### src/rtl/bus_pkg.sv
// Shared BUS definitions: bus widths, slave address map and copy FSM states.
package bus_pkg;

    localparam int ADDR_W = 16;
    localparam int DATA_W = 64;

    // Slave address map, identical to the one the BUS decoder uses
    localparam logic [15:0] S0_BASE = 16'h0000;
    localparam logic [15:0] S0_LAST = 16'h001F;
    localparam logic [15:0] S1_BASE = 16'h7000;
    localparam logic [15:0] S1_LAST = 16'h701F;

    typedef enum logic [2:0] {
        IDLE,
        REQ,
        RD,
        RDW,
        WR,
        DONE
    } copy_state_t;

endpackage

### src/rtl/copy_checksum.sv
// XOR accumulator over copied words; clear wins over enable.
module copy_checksum #(
    parameter int DATA_W = 64
) (
    input  logic              clk,
    input  logic              reset,
    input  logic              clr,
    input  logic              en,
    input  logic [DATA_W-1:0] din,
    output logic [DATA_W-1:0] sum
);

    // Running XOR, restarted at each accepted copy
    always_ff @(posedge clk or posedge reset) begin
        if (reset)    sum <= '0;
        else if (clr) sum <= '0;
        else if (en)  sum <= sum ^ din;
    end

endmodule

### src/rtl/bus_copy_master.sv
// Block-copy bus master: one read then one write per 64-bit word, holding
// the bus from the first read through the last write.
// Optional feature macro: COPY_CHECKSUM_EN (XOR checksum of copied words;
// checksum reads 0 when undefined).
//
// Bus outputs are loaded on the edge that enters RD/WR so the address is on
// the bus for the whole RD cycle; read data then arrives in RDW. busy/done
// are loaded from the current state, so done appears the cycle after DONE.
module bus_copy_master #(
    parameter int ADDR_W = bus_pkg::ADDR_W,
    parameter int DATA_W = bus_pkg::DATA_W,
    parameter int LEN_W  = 8
) (
    input  logic              clk,
    input  logic              reset,
    input  logic              start,
    input  logic [ADDR_W-1:0] src_addr,
    input  logic [ADDR_W-1:0] dst_addr,
    input  logic [LEN_W-1:0]  len,
    output logic              busy,
    output logic              done,
    output logic [DATA_W-1:0] checksum,
    output logic              m_req,
    output logic              m_wr,
    output logic [ADDR_W-1:0] m_addr,
    output logic [DATA_W-1:0] m_dout,
    input  logic              m_grant,
    input  logic [DATA_W-1:0] m_din
);

    import bus_pkg::*;

    copy_state_t       state, state_nx;
    logic [ADDR_W-1:0] src_ptr, dst_ptr;
    logic [LEN_W-1:0]  remaining;
    logic [DATA_W-1:0] buf_q;

    logic              busy_nx, done_nx, req_nx, wr_nx;
    logic [ADDR_W-1:0] addr_nx;
    logic              latch, rd_cap, wr_ack;

    // Write data always comes straight from the captured read word
    assign m_dout = buf_q;

    // State register
    always_ff @(posedge clk or posedge reset) begin
        if (reset) state <= IDLE;
        else       state <= state_nx;
    end

    // Next state, next registered outputs and datapath strobes
    always_comb begin
        state_nx = state;
        busy_nx  = busy;
        done_nx  = 1'b0;
        req_nx   = m_req;
        wr_nx    = m_wr;
        addr_nx  = m_addr;
        latch    = 1'b0;
        rd_cap   = 1'b0;
        wr_ack   = 1'b0;
        case (state)
            IDLE: begin
                if (start) begin
                    if (len == '0) begin
                        state_nx = DONE;
                    end else begin
                        state_nx = REQ;
                        latch    = 1'b1;
                    end
                end
            end
            REQ: begin
                // Present the first source address with the request so a
                // grant arriving late never sees a stale address
                req_nx  = 1'b1;
                busy_nx = 1'b1;
                wr_nx   = 1'b0;
                addr_nx = src_ptr;
                if (m_grant) state_nx = RD;
            end
            RD: begin
                if (m_grant) state_nx = RDW;
            end
            RDW: begin
                rd_cap   = 1'b1;
                state_nx = WR;
                wr_nx    = 1'b1;
                addr_nx  = dst_ptr;
            end
            WR: begin
                if (m_grant) begin
                    wr_ack = 1'b1;
                    wr_nx  = 1'b0;
                    if (remaining == LEN_W'(1)) begin
                        state_nx = DONE;
                        req_nx   = 1'b0;
                    end else begin
                        state_nx = RD;
                        addr_nx  = src_ptr;
                    end
                end
            end
            DONE: begin
                done_nx  = 1'b1;
                busy_nx  = 1'b0;
                req_nx   = 1'b0;
                wr_nx    = 1'b0;
                state_nx = IDLE;
            end
            default: state_nx = IDLE;
        endcase
    end

    // Registered control and bus outputs
    always_ff @(posedge clk or posedge reset) begin
        if (reset) begin
            busy   <= 1'b0;
            done   <= 1'b0;
            m_req  <= 1'b0;
            m_wr   <= 1'b0;
            m_addr <= '0;
        end else begin
            busy   <= busy_nx;
            done   <= done_nx;
            m_req  <= req_nx;
            m_wr   <= wr_nx;
            m_addr <= addr_nx;
        end
    end

    // Pointers, word count and read buffer; pointers wrap modulo 2^ADDR_W
    always_ff @(posedge clk or posedge reset) begin
        if (reset) begin
            src_ptr   <= '0;
            dst_ptr   <= '0;
            remaining <= '0;
            buf_q     <= '0;
        end else begin
            if (latch) begin
                src_ptr   <= src_addr;
                dst_ptr   <= dst_addr;
                remaining <= len;
            end
            if (rd_cap) begin
                buf_q   <= m_din;
                src_ptr <= src_ptr + 1'b1;
            end
            if (wr_ack) begin
                dst_ptr   <= dst_ptr + 1'b1;
                remaining <= remaining - 1'b1;
            end
        end
    end

`ifdef COPY_CHECKSUM_EN
    copy_checksum #(.DATA_W(DATA_W)) u_checksum (
        .clk   (clk),
        .reset (reset),
        .clr   (latch),
        .en    (rd_cap),
        .din   (m_din),
        .sum   (checksum)
    );
`else
    assign checksum = '0;
`endif

endmodule

### config.mk
export PLATFORM = sky130hd
export DESIGN_NAME = bus_copy_master
export DESIGN_NICKNAME = d
export VERILOG_FILES = /design/src/rtl/bus_pkg.sv /design/src/rtl/copy_checksum.sv /design/src/rtl/bus_copy_master.sv
export SDC_FILE = /design/constraint.sdc
export NUM_CORES = 1
export LEC_CHECK = 0
export ABC_CLOCK_PERIOD_IN_PS = 5600
export CAP_MARGIN = 20
export CORE_ASPECT_RATIO = 1.75
export CORE_UTILIZATION = 44
export CTS_CLUSTER_DIAMETER = 100
export CTS_CLUSTER_SIZE = 24
export DETAILED_ROUTE_END_ITERATION = 8
export GPL_TIMING_DRIVEN = 0
export PLACE_DENSITY = 0.82
export SLEW_MARGIN = 5
export SYNTH_ARGS = -nofsm -noshare
export SYNTH_HDL_FRONTEND = slang
export SYNTH_SLANG_ARGS = --single-unit
### constraint.sdc
create_clock -name clk -period 5.6 [get_ports clk]
set_clock_uncertainty 0.05 [all_clocks]
set_input_delay 0.84 -clock clk [delete_from_list [all_inputs] [get_ports clk]]
set_output_delay 0.84 -clock clk [all_outputs]
set_load 0.05 [all_outputs]
== Word-level counts from Yosys, hierarchy flattened ==
Index checks and enable logic that the tools add are counted.
W data, S select, Z words.
Storage, ports and cells
  word-level logic and storage cells: 67
  flip-flop bits (word level): 127
Operators by class
  mux-type cells: 29
  reductions and logical operators: 13
  add/subtract/negate cells: 3
  eq/ne operators: 12
Operator list (number)
  $mux W16: 6
  $pmux W16 S3: 1
  $add A16 B1 Y16 const B: 2
  $mux W3: 6
  $mux W8: 2
  $pmux W3 S5: 1
  $ne A2 B2 Y1 const B: 6
  $mux W1: 10
  $reduce_bool A3 Y1: 3
  $eq A8 B1 Y1 const B: 1
  $logic_not A8 Y1: 1
  $sub A8 B1 Y8 const B: 1
  $eq A3 B2 Y1 const B: 2
  $eq A3 B3 Y1 const B: 2
  $pmux W1 S3: 2
  $reduce_and A3 Y1: 2
  $reduce_bool A2 Y1: 3
  $reduce_and A4 Y1: 1
  $eq A3 B1 Y1 const B: 1
  $logic_not A3 Y1: 1
  $pmux W1 S2: 1
  $reduce_and A2 Y1: 1
  $reduce_or A2 Y1: 1

== Logic depth before layout (Yosys ltp) ==
Gate-level depths: netlist (run 1).
  word-level depth: 6
  mapped depth: 7
  depth with buffers taken out: 5

== Worst setup path before layout (run 1) ==
No wires, ideal clock.
  path type: in2reg
  start point: input m_grant
  end point: register m_addr[0]
  path slack: 3.423 ns
  library setup time: 0.125 ns
  required time: 5.425 ns
  arrival: 2.002 ns
  cell stages on the path: 5
  buffers on the path: 2
  path through: buf_2 -> and4bb_2 -> a21oi_4 -> buf_6 -> mux2_2
Between the ends
  longest elaborated chain between the ends: 2
Ends and longest elaborated chain
  start, declared: RTL line bus_copy_master.sv:27  | input logic m_grant,
  $ne A2 B2 Y1 (no source line)
  $reduce_and A3 Y1 (no source line)
  end signal, assigned: RTL line bus_copy_master.sv:128  | m_addr <= addr_nx;
  end, declared: RTL line bus_copy_master.sv:25  | output logic [ADDR_W-1:0] m_addr,
No other way between the ends.
A chain may end at the register's enable or synchronous reset.

== Final worst setup path (run 1) ==
  start point: input len[6]
  end point: register dst_ptr[3]
Between the ends
  longest elaborated chain between the ends: 5
Ends and longest elaborated chain
  start, declared: RTL line bus_copy_master.sv:19  | input logic [LEN_W-1:0] len,
  $logic_not A8 Y1: RTL line bus_copy_master.sv:65  | if (len == '0) begin
  $mux W1: RTL line bus_copy_master.sv:65
  $mux W1: RTL line bus_copy_master.sv:64  | if (start) begin
  $mux W1: RTL line bus_copy_master.sv:62  | case (state)
  $reduce_bool A2 Y1 (no source line)
  end signal, assigned: RTL line bus_copy_master.sv:142  | dst_ptr <= dst_addr;
  end signal, assigned: RTL line bus_copy_master.sv:150  | dst_ptr <= dst_ptr + 1'b1;
  end, declared: RTL line bus_copy_master.sv:34  | logic [ADDR_W-1:0] src_ptr, dst_ptr;
No other way between the ends.

==> impl_metrics.py, run 1 <==
metrics = {
    "status": {
        "status": "completed",
    },
    "logic_synthesis": {
        "async_flop_share": 1.000,
        "seq_area_frac_synth": 0.4881,
        "synth_adder_area_share": 0.007686,
        "syn_inst": 722,
        "synthDominantCellAreaShare": 0.4881,
        "ys.warnings.count": 0,
        "yosysTopAreaCell": "dfrtp_1",
        "syn_area_per_cell_um2": 9.018,
        "synthTopCellsByArea": "dfrtp_1, nand2_1, buf_4",
        "synthXorXnorAreaFrac": 0.001345,
        "synthMuxAreaShare": 0.03689,
        "ys_types": 60,
        "syn_area_mm2": 0.006511,
        "ys_ff_latch": 127,
        "yosys.area_share.simple": 0.2552,
        "synth_compound_area_frac": 0.09858,
        "synth_edf_count": 0,
        "synth_flop_cell": "dfrtp_1",
        "synth_top_family_by_area": "simple AND/OR/NAND/NOR gates",
    },
    "power_and_ir_drop": {
        "power.share.sequential": 0.285,
        "pwr-share-clk": 0.189,
        "switchingPower_mw": 2.855,
        "max-vdd-ir-drop_mv": 0.2597,
        "p_leak_nw": 4.483,
        "p_total_mw": 6.040,
        "intPower_mw": 3.185,
        "p_comb_frac": 0.525,
        "powerDensity_mw_per_mm2": 634.4,
        "p_sw_frac": 0.4727,
    },
    "sta": {
        "min_period_over_period": 0.4814,
        "slew_violations": 0,
        "worst_pin_slew_ps": 684.3,
        "finalSetupViolations": 0,
        "hold_slack_ps": 421.7,
        "hold_viol": 0,
        "min_period_ps": 2696,
        "rsz0062_at_grt": "false",
        "fmax_mhz": 370.9,
        "slew_headroom": 0.5400,
        "finalWorstSetupSlack_ps": 2904,
    },
    "cts": {
        "clock-sinks": 127,
        "cts_setup_buffers": 0,
        "tritoncts": "done",
        "cts_resized": 0,
        "cts.clk_slew.worst_paths_ps": 60,
        "cts_hold_buffers": 0,
        "cts_htree_levels": 4,
        "insertion_delay_ps": 420,
        "cts-root-buf": "clkbuf_16",
        "cts_buffers": 17,
        "cts_max_path_buffers": 2,
    },
    "global_routing": {
        "grt_pass1_vias": 5977,
        "grt_overflow": 0,
        "grt_pass1_wl_um": 29410,
        "grt_max_degree": 85,
        "grt_antenna_before_repair": 0,
        "grt_usage": 0.2517,
    },
    "routing": {
        "drt_iter0_markers": 359,
        "route.detailed.wl_per_inst_um": 15.75,
        "vias": 5986,
        "drt.antenna.violating_nets": 0,
        "drc": 0,
        "via_per_inst": 5.039,
        "firstDrtPassIters": 5,
        "wl_um": 18710,
    },
    "worst_setup_path": {
        "cp_max_fo": 10,
        "worst_setup_path_start_kind": "input pin",
        "cpLargestDelayFamily": "buffers and inverters",
        "cp.arrival_ps": 2950,
        "critPathBufInv": 3,
        "cp_slowest_stage_delay_ps": 660,
        "crit_type": "in -> reg",
        "crit_chain": "clkdlybuf4s50_1 > nor4_2 > a21bo_1 > buf_6 > buf_2 > nor2_1 > a211oi_1",
        "cp.required_ps": 5850,
        "worstSetupEndpointType": "flip-flop",
        "r2r_slack_ps": 3490,
        "critPathSlowestCell": "nor4_2",
    },
    "die": {
        "start_util": 0.4509,
        "fp-row-count": 58,
        "core_area_mm2": 0.01444,
        "die_height_um": 162.9,
        "io_pins": 256,
        "dieArea_mm2": 0.01531,
        "die_w_um": 93.96,
    },
    "cells_and_area": {
        "syn_to_final_growth_pct": 46.21,
        "final_nets": 1107,
        "drive_gt1_frac": 0.1607,
        "final_util": 0.6592,
        "antennaDiodeCount": 0,
    },
    "placed_design": {
        "dpl.hpwl_um": 14080,
        "numPortBuffers": 190,
        "gp_congestion": 0.9177,
        "place_ws_ps": 2567,
    },
    "hold_path": {
        "hp-class": "reg -> reg",
    },
    "run": {
        "max_cap_violations": 0,
    },
}
[cells in the mapped netlist, drive strengths merged, types with 3 or more instances]
library cell  count
mux2i             6
o21ai            16
o22ai             3
nand2b            7
inv              10
dfrtp           127
nand4             9
and3              6
nor4              9
o211ai            4
a21oi             6
mux2             16
a311oi            7
a221o             5
a211oi           19
nand2           252
nor2             37
nand3             9
a221oi            3
nor3             30
buf              99
clkbuf            3
a31oi             4
ha                4
[area by class of cell]
type / count / area (µm²)
Clock inverter: 14 / 183.9
Clock buffer: 18 / 429.2
Timing Repair Buffer: 191 / 1929
Tap cell: 180 / 225.2
Buffer: 102 / 689.4
Sequential cell: 127 / 3178
Fill cell: 1153 / 4921
Inverter: 10 / 42.54
Multi-Input combinational cell: 546 / 2843
[routing by layer]
layer  vias to the layer above  global-route usage  part of all wire
li1                       2862                   -                 -
met1                      2775              0.2559              0.35
met2                       280              0.4642              0.54
met3                        69             0.04762             0.061
met4                         0              0.1503             0.051
met5                         -                   0                 0
[path summary, 6_finish.rpt]
kind,start,to,cells past startpoint
max reg2reg,remaining[5],m_addr[6],5
min,m_dout[16],m_dout[16],2
max in group asynchronous,reset,dst_ptr[15],3
min in group asynchronous,reset,m_dout[30],2
min reg2reg,m_dout[16],m_dout[16],2
max,len[6],dst_ptr[3],7
[placed cells by master (no fill, tap or decap), types with 17 or more instances in the layout]
cell / netlist / final
buf_2: 29 / 29
nand2_1: 252 / 252
clkdlybuf4s50_1: 0 / 190
nor3_1: 28 / 28
a211oi_1: 19 / 19
conb_1: 1 / 64
clkbuf_16: 0 / 17
buf_4: 68 / 68
nor2_1: 36 / 36
dfrtp_1: 127 / 127
[metrics by stage]
step / setup TNS (ps) / std cells / area (µm²)
after floorplan: 0 / 785 / 6748
after global placement: -71810 / 1155 / 8875
after detailed placement: 0 / 1156 / 8907
after CTS: 0 / 1188 / 9520
after global routing: 0 / 1188 / 9520
final: 0 / 1188 / 9520
[kinds of logic after synthesis]
kind of cell	Yosys count
simple gates	372
flops	127
buf+inv	112
compound gates	83
mux	22
fa+ha+maj	4
other cells	1
xor+xnor	1
[power by group through the flow]
| stage | sequential (mW) | clock, mW | combinational, mW |
|---|---|---|---|
| finish | 1.72 | 1.14 | 3.17 |
| global route | 1.78 | 1.20 | 3.37 |
| floorplan | 2.68 | 0 | 1.15 |
| detailed placement | 1.73 | 0 | 3.17 |
| CTS | 1.71 | 1.16 | 3.18 |
| global placement | 1.71 | 0 | 3.11 |
[registers in the layout (all words and copies together), names as in the netlist]
name       count
m_addr        16
state          3
m_wr           1
done           1
m_req          1
src_ptr       16
m_dout        64
remaining      8
dst_ptr       16
busy           1
[worst reg2reg max path, cell delays in order, from the launching register on]
cell     delay (ps)
dfrtp_1         440
nor4_4          390
nand3_2         220
a21oi_4         340
buf_6           200
mux2_2          350
Note: power is estimated with default switching activity, not from simulation.
==> inputs of run 2 (changes only) <==
--- a/config.mk
+++ b/config.mk
@@ -5,7 +5,7 @@
 export SDC_FILE = /design/constraint.sdc
 export NUM_CORES = 1
 export LEC_CHECK = 0
-export ABC_CLOCK_PERIOD_IN_PS = 5600
+export ABC_CLOCK_PERIOD_IN_PS = 2500
 export CAP_MARGIN = 20
 export CORE_ASPECT_RATIO = 1.75
 export CORE_UTILIZATION = 44
==> constraint.sdc (replaced) <==
create_clock -name clk -period 2.5 [get_ports clk]
set_clock_uncertainty 0.05 [all_clocks]
set_input_delay 0.375 -clock clk [delete_from_list [all_inputs] [get_ports clk]]
set_output_delay 0.375 -clock clk [all_outputs]
set_load 0.05 [all_outputs]
==> impl_metrics.py, run 2 (same netlist as run 1, synthesis figures left out) <==
metrics = {
    "status": {
        "status": "completed",
    },
    "cts": {
        "cts_setup_buffers": 0,
        "cts_buffers": 17,
        "tritoncts": "done",
        "cts.clk_slew.worst_paths_ps": 60,
        "cts-root-buf": "clkbuf_16",
        "cts_max_path_buffers": 2,
        "cts_hold_buffers": 0,
        "clock-sinks": 127,
        "cts_htree_levels": 4,
        "cts_resized": 0,
        "insertion_delay_ps": 410,
    },
    "global_routing": {
        "grt_antenna_before_repair": 0,
        "grt_usage": 0.2553,
        "grt_pass1_wl_um": 29700,
        "grt_overflow": 0,
        "grt_max_degree": 39,
        "grt_pass1_vias": 5906,
    },
    "power_and_ir_drop": {
        "intPower_mw": 7.034,
        "p_total_mw": 13.45,
        "pwr-share-clk": 0.183,
        "power.share.sequential": 0.288,
        "p_sw_frac": 0.4770,
        "switchingPower_mw": 6.415,
        "p_comb_frac": 0.529,
        "p_leak_nw": 4.480,
        "powerDensity_mw_per_mm2": 1412,
        "max-vdd-ir-drop_mv": 0.5374,
    },
    "sta": {
        "fmax_mhz": 462.4,
        "slew_headroom": 0.5784,
        "hold_viol": 0,
        "rsz0062_at_grt": "false",
        "finalSetupViolations": 0,
        "min_period_ps": 2163,
        "min_period_over_period": 0.8650,
        "worst_pin_slew_ps": 627.2,
        "slew_violations": 0,
    },
    "routing": {
        "route.detailed.wl_per_inst_um": 16.06,
        "wl_um": 19100,
        "drt.antenna.violating_nets": 0,
        "drt_iter0_markers": 394,
        "via_per_inst": 5.124,
        "firstDrtPassIters": 4,
        "vias": 6093,
        "drc": 0,
    },
    "worst_setup_path": {
        "cp.required_ps": 2740,
        "worstSetupEndpointType": "flip-flop",
        "cp_max_fo": 10,
        "crit_type": "reg -> reg",
        "worst_setup_path_start_kind": "flip-flop",
        "cp.arrival_ps": 2400,
    },
    "die": {
        "io_pins": 256,
        "dieArea_mm2": 0.01531,
        "start_util": 0.4509,
        "die_height_um": 162.9,
        "die_w_um": 93.96,
        "fp-row-count": 58,
        "core_area_mm2": 0.01444,
    },
    "cells_and_area": {
        "final_common_cell": "nand2_1",
        "seq_area_mm2": 0.003178,
        "syn_to_final_growth_pct": 46.23,
        "multiInputGateArea_mm2": 0.002843,
        "drive_gt1_frac": 0.1625,
        "fillerInstances": 1191,
        "antennaDiodeCount": 0,
        "largest_reg_flops": 64,
        "final_cell_mix": "nand2_1, clkdlybuf4s50_1, dfrtp_1",
        "final_nets": 1109,
        "final_util": 0.6593,
    },
    "placed_design": {
        "dpl.hpwl_um": 14690,
        "gp_congestion": 0.9009,
        "numPortBuffers": 190,
    },
    "run": {
        "max_cap_violations": 0,
    },
    "hold_path": {
        "hp-class": "in -> reg",
    },
}
[run 2: changes by cell type in the layout (fill, tap and decap cells not counted), sizes merged]
cell	change
inv	+2
clkinv	-3
clkbuf	-1
buf	+2
clkinvlp	+2
bufinv	-1
[run 2: final cells by class]
cell class	instances	area share
sequential	127	0.3338
multi-input combinational	546	0.2986
timing repair buffer	193	0.2060
buffer	102	0.07240
clock buffer	17	0.04468
tap	180	0.02365
clock inverter	14	0.01656
inverter	10	0.004336
[run 2: routing by layer]
layer	up-vias	routed length [µm]	global-route usage
li1	2868	-	-
met1	2863	6546	0.2541
met2	306	10410	0.4731
met3	56	1297	0.05929
met4	0	839	0.1441
met5	-	0	0
[run 2: path summary, 6_finish.rpt]
| path | startpoint | to | cells after the start | slack (ps) |
|---|---|---|---|---|
| setup / recovery | remaining[5] | m_addr[2] | 5 | 340 |
| hold / removal | m_grant | state[2] | 2 | 260 |
| setup reg to reg | remaining[5] | m_addr[2] | 5 | 340 |
| hold reg to reg | m_dout[14] | m_dout[14] | 2 | 420 |
| max in group asynchronous | reset | remaining[2] | 4 | 1240 |
| min in group asynchronous | reset | m_dout[23] | 2 | 330 |
[run 2: worst max-delay path: stages, from the launching register on]
cell and delay, ps:
dfrtp_1 430, nor4_4 390, nand3_2 210, a21oi_4 400
buf_6 210, mux2_2 340
[run 2: per-stage QoR]
stage               area [µm²]  cells  hold slack (ps)  TNS (ps)  setup slack [ps]
floorplan                 6751    785            398.5         0             507.7
global placement          8879   1155            406.0    -87180            -696.6
detailed placement        8939   1158            411.2    -50.99            -20.29
CTS                       9522   1189            249.8         0             341.9
global route              9522   1189            267.9         0             238.4
finish                    9522   1189            256.8         0             337.4
[run 2: power by group through the flow]
stage	Clock [mW]	Combinational, mW	Sequential (mW)
2_1_floorplan	0	2.58	6.01
3_3_place_gp	0	6.99	3.82
3_5_place_dp	0	7.12	3.87
4_1_cts	2.49	7.14	3.85
5_1_grt	2.58	7.56	4.00
6_report	2.46	7.11	3.88
